**config.mk**
```make
export PLATFORM = sky130hd
export DESIGN_NAME = cache_mem_ctrl
export DESIGN_NICKNAME = d
export VERILOG_FILES = /design/src/rtl/caches_types_pkg.sv /design/src/rtl/mc_arbiter.sv /design/src/rtl/cache_mem_ctrl.sv
export SDC_FILE = /design/constraint.sdc
export NUM_CORES = 1
export LEC_CHECK = 0
export ABC_AREA = 1
export BUFFER_PORTS_ARGS = -buffer_cell sky130_fd_sc_hd__buf_2
export CORE_MARGIN = 2
export CORE_UTILIZATION = 35
export CTS_BUF_LIST = sky130_fd_sc_hd__clkbuf_4 sky130_fd_sc_hd__clkbuf_8
export CTS_CLUSTER_DIAMETER = 120
export DETAILED_ROUTE_END_ITERATION = 16
export SKIP_LAST_GASP = 1
export SYNTH_ARGS = -nofsm -noshare
export SYNTH_HDL_FRONTEND = slang
export SYNTH_SLANG_ARGS = --single-unit
```
**constraint.sdc**
```tcl
create_clock -name CLK -period 15.54 [get_ports CLK]
set_input_delay 3.108 -clock CLK [delete_from_list [all_inputs] [get_ports CLK]]
set_output_delay 3.108 -clock CLK [all_outputs]
set_load 0.05 [all_outputs]
```
**src/rtl/caches_types_pkg.sv**
```systemverilog
// Shared cache/memory types: words, blocks, RAM status,
// plus the memory controller FSM and grant encodings.
package caches_types_pkg;

  localparam int DC_WORDS = 2;

  typedef logic [31:0] word_t;
  typedef word_t [DC_WORDS-1:0] dc_block_t;

  typedef enum logic [1:0] {
    FREE,
    BUSY,
    ACCESS,
    ERROR
  } ramstate_t;

  typedef enum logic {
    ICACHE,
    DCACHE
  } grant_t;

  typedef enum logic [2:0] {
    IDLE,
    IFETCH,
    DRD,
    DWR,
    IRESP,
    DRESP
  } mc_state_t;

endpackage

```
**src/rtl/mc_arbiter.sv**
```systemverilog
// Two-way cache arbiter; a last-grant bit breaks ties
// so simultaneous requesters alternate.
module mc_arbiter
  import caches_types_pkg::*;
(
  input  logic   clk,
  input  logic   rst,
  input  logic   ireq,
  input  logic   dreq,
  input  logic   take,
  output logic   gnt_valid,
  output grant_t gnt
);

  grant_t last_grant;

  always_comb begin
    gnt_valid = ireq | dreq;
    gnt = ICACHE;
    if (ireq && dreq)
      gnt = (last_grant == ICACHE) ? DCACHE : ICACHE;
    else if (dreq)
      gnt = DCACHE;
  end

  always_ff @(posedge clk or posedge rst) begin
    if (rst)
      last_grant <= ICACHE;
    else if (take && gnt_valid)
      last_grant <= gnt;
  end

endmodule

```
**src/rtl/cache_mem_ctrl.sv**
```systemverilog
// Memory-side responder: serialises icache fills and
// dcache block fills/writebacks onto one RAM port.
module cache_mem_ctrl
  import caches_types_pkg::*;
#(
  parameter int DC_WORDS = 2,
  parameter int IC_WORDS = 1
) (
  input  logic        CLK,
  input  logic        RST,
  input  logic        iREN,
  input  logic [31:0] iaddr,
  output logic        iwait,
  output logic [31:0] iload,
  input  logic        dREN,
  input  logic        dWEN,
  input  logic [31:0] daddr,
  input  dc_block_t   dstore,
  output logic        dwait,
  output dc_block_t   dload,
  output logic        ramREN,
  output logic        ramWEN,
  output logic [31:0] ramaddr,
  output logic [31:0] ramstore,
  input  logic [31:0] ramload,
  input  ramstate_t   ramstate
);

  if (IC_WORDS != 1 || DC_WORDS != 2) begin : g_bad
    $error("cache_mem_ctrl: unsupported block size");
  end

  mc_state_t   state, nstate;
  logic        wcnt;
  logic [29:0] addr_q;
  dc_block_t   store_q;
  logic        gnt_valid;
  grant_t      gnt;
  logic        take;
  logic        acc;
  logic        last_w;
  logic        unused;

  assign unused = ^{iaddr[1:0], daddr[1:0]};
  assign take   = (state == IDLE);
  assign acc    = (ramstate == ACCESS);
  assign last_w = (wcnt == 1'(DC_WORDS - 1));
  assign iwait  = (state != IRESP);
  assign dwait  = (state != DRESP);

  mc_arbiter u_arb (
    .clk       (CLK),
    .rst       (RST),
    .ireq      (iREN),
    .dreq      (dREN | dWEN),
    .take      (take),
    .gnt_valid (gnt_valid),
    .gnt       (gnt)
  );

  always_comb begin
    nstate   = state;
    ramREN   = 1'b0;
    ramWEN   = 1'b0;
    ramaddr  = '0;
    ramstore = '0;
    unique case (state)
      IDLE: begin
        if (gnt_valid) begin
          if (gnt == ICACHE) nstate = IFETCH;
          else if (dWEN)     nstate = DWR;
          else               nstate = DRD;
        end
      end
      IFETCH: begin
        ramREN  = 1'b1;
        ramaddr = {addr_q, 2'b00};
        if (acc) nstate = IRESP;
      end
      DRD: begin
        ramREN  = 1'b1;
        ramaddr = {addr_q[29:1], wcnt, 2'b00};
        if (acc && last_w) nstate = DRESP;
      end
      DWR: begin
        ramWEN   = 1'b1;
        ramaddr  = {addr_q[29:1], wcnt, 2'b00};
        ramstore = store_q[wcnt];
        if (acc && last_w) nstate = DRESP;
      end
      IRESP:   nstate = IDLE;
      DRESP:   nstate = IDLE;
      default: nstate = IDLE;
    endcase
  end

  always_ff @(posedge CLK or posedge RST) begin
    if (RST) begin
      state   <= IDLE;
      wcnt    <= 1'b0;
      addr_q  <= '0;
      store_q <= '0;
      iload   <= '0;
      dload   <= '0;
    end else begin
      state <= nstate;
      if (state == IDLE && gnt_valid) begin
        addr_q  <= (gnt == ICACHE) ? iaddr[31:2]
                                   : daddr[31:2];
        store_q <= dstore;
        wcnt    <= 1'b0;
      end
      // Only ACCESS moves data or the word counter.
      if (acc) begin
        unique case (state)
          IFETCH: iload <= ramload;
          DRD: begin
            dload[wcnt] <= ramload;
            if (!last_w) wcnt <= wcnt + 1'b1;
          end
          DWR: begin
            if (!last_w) wcnt <= wcnt + 1'b1;
          end
          default: ;
        endcase
      end
    end
  end

endmodule

```
==> results.sh <==
export IMPL_synthTopCellsByArea="dfrtp_1 (57%), nand2_1 (19%), inv_1 (6.8%)"
export IMPL_drc_errors=0
export IMPL_clk_latency_ns=0.46
export IMPL_slew_violations=0
export IMPL_vias=7564
export IMPL_finalSetupTns_ns=0
export IMPL_groute_usage_overall_pct=17.7
export IMPL_fin_skew_ns=0.0235
export IMPL_firstDrtPassIters=5
export IMPL_ctsResizeCount=0
export IMPL_io_buffers=324
export IMPL_synth_top_cell_area_share_pct=56.7
export IMPL_io_pins=331
export IMPL_numCtsBuffers=17
export IMPL_nNetsFinal=1529
export IMPL_htreeDepth=4
export IMPL_crit_type="reg -> out"
export IMPL_area_growth_pct=25.4
export IMPL_cts_sinks=195
export IMPL_syn_inst=1072
export IMPL_die_w_um=161
export IMPL_cts_clk_slew_worst_paths_ns=0.11
export IMPL_max_freq_ghz=0.177
export IMPL_post_cts_buffers=0
export IMPL_grt_pass1_wl_mm=36.5
export IMPL_p_leak_nw=6.39
export IMPL_clock_path_buffers=2
export IMPL_dieHeight_um=161
export IMPL_die_area_um2=25900
export IMPL_synth_area_um2=8610
export IMPL_ys_warn_count=0
export IMPL_drtAntennaViolNets=0
export IMPL_hp_class="reg -> reg"
export IMPL_final_util_pct=44.5
export IMPL_setup_violations=0
export IMPL_maxCapViolCount=0
export IMPL_status="completed"
export IMPL_worstSetupStartpointType="flip-flop"
export IMPL_vdd_drop_max_v=0.000110
export IMPL_timing_final_hold_violations=0
export IMPL_tightest_slew_ns=1.12
export IMPL_fin_area_um2=10800
export IMPL_grt_pass1_vias=7221
export IMPL_vias_per_cell=4.44
export IMPL_yosysTopAreaCell="dfrtp_1"
export IMPL_final_layout_size_suffix_gt1_share_pct=27.3
export IMPL_cp_required_ns=12.43
export IMPL_total_power_w=0.00269
export IMPL_grt_max_degree=122
export IMPL_drt_iter0_markers=547
export IMPL_gr_total_overflow=0
export IMPL_grt_setup_unrepaired="false"
export IMPL_postSynthAreaPerCell_um2=8.03
export IMPL_cts_tree="built"
export IMPL_slew_headroom_pct=25.0
export IMPL_ys_types=21
export IMPL_core_area_um2=24200
export IMPL_finalCritPeriodShare_pct=36.4
export IMPL_worst_path_max_fanout=58
export IMPL_num_rows=57
export IMPL_cts_hold_buf=0
export IMPL_yosys_register_bits=195
export IMPL_globalplace_congestion=0.788
export IMPL_power_density_nw_per_um2=249
export IMPL_antenna_found_initial=6
export IMPL_placed_area_um2=10400
export IMPL_root_buffer="clkbuf_8"
export IMPL_initial_core_util_pct=35.5
export IMPL_period_minus_slack_ns=5.66
export IMPL_wl_per_cell_um=13.4
export IMPL_hpwl_mm=15.6
export IMPL_routed_wl_mm=22.9
export IMPL_setup_worst_path_end_class="primary output"
export IMPL_synth_seq_area_share_pct=56.7
export IMPL_crit_arrival_ns=2.55
-- power by group --
group	leakage [nW]	switching [W]	internal [W]
Sequential	2.44	0.000136	0.000757
Clock	0.192	0.000200	0.000121
Combinational	3.76	0.00113	0.000337
-- state kept, by name, indices dropped and copies added, names as in the netlist --
register / cells
dload: 64
iload: 32
store_q: 64
addr_q: 30
state: 3
u_arb.last_grant: 1
last_w: 1
-- cell type report --
type	instances	area, um^2
clock inverters	13	143
clock buffers	18	241
repair buffers	329	1660
well taps	324	405
flip-flops and latches	195	4880
multi-input cells	660	2850
inverters	159	607
diodes	5	12.5
fillers	2512	13500
-- cells in the final DEF (no fill, tap or decap), types with 4 or more instances in the layout --
master / count
inv_1: 154
nand3_1: 6
dfrtp_1: 194
buf_2: 324
o211ai_1: 30
buf_4: 5
nor2_1: 36
o21ai_1: 101
clkbuf_8: 17
nand2_1: 431
diode_2: 5
inv_8: 4
o21ai_0: 43
-- path summary, 6_finish.rpt --
kind                                         start                 endpoint  slack (ns)  cells after the start
setup / recovery                  last_w$_DFF_PP0_               ramaddr[2]        9.88                      3
hold / removal             store_q[60]$_DFFE_PP0P_  store_q[60]$_DFFE_PP0P_        0.48                      2
setup reg to reg              state[0]$_DFFE_PP0P_   addr_q[23]$_DFFE_PP0P_       13.02                      6
hold reg to reg            store_q[60]$_DFFE_PP0P_  store_q[60]$_DFFE_PP0P_        0.48                      2
max in group asynchronous                      RST         last_w$_DFF_PP0_       11.13                      3
min in group asynchronous                      RST     iload[7]$_DFFE_PP0P_        2.82                      2
-- metal layers --
layer  wire length [um]  global-route usage (%)
met5                 13                       0
met3               1430                    3.77
met4                479                    6.13
met1              10400                    23.1
met2              10500                    29.2
-- metrics by stage --
| stage | instances | hold slack (ns) | worst slack [ns] |
|---|---|---|---|
| after floorplan | 1073 | 0.442 | 7.12 |
| after global placement | 1667 | 0.456 | 10.32 |
| after detailed placement | 1667 | 0.459 | 10.29 |
| after CTS | 1698 | 0.485 | 9.77 |
| after global routing | 1702 | 0.502 | 9.58 |
| final | 1703 | 0.482 | 9.88 |
-- cell usage after synthesis, drive strengths merged --
master	instances
nor3	2
o211ai	30
nand3	7
dfrtp	195
conb	1
buf	43
clkbuf	16
o22ai	1
nand2	434
a21oi	1
nor2	38
inv	159
o21ai	144
nand4	1
-- worst max-delay path: stages, from the launching register on --
cell and delay [ns]:
dfrtp_2 1.04, inv_1 0.47, o21ai_0 0.28, buf_2 0.31
-- cell families after synthesis --
group | synth area share [%]
buffers and inverters | 10.5
and+or+nand+nor | 21.6
other | 0.0436
AOI/OAI and AO/OA | 11.1
DFF | 56.7
Note: power is estimated with default switching activity, not from simulation.
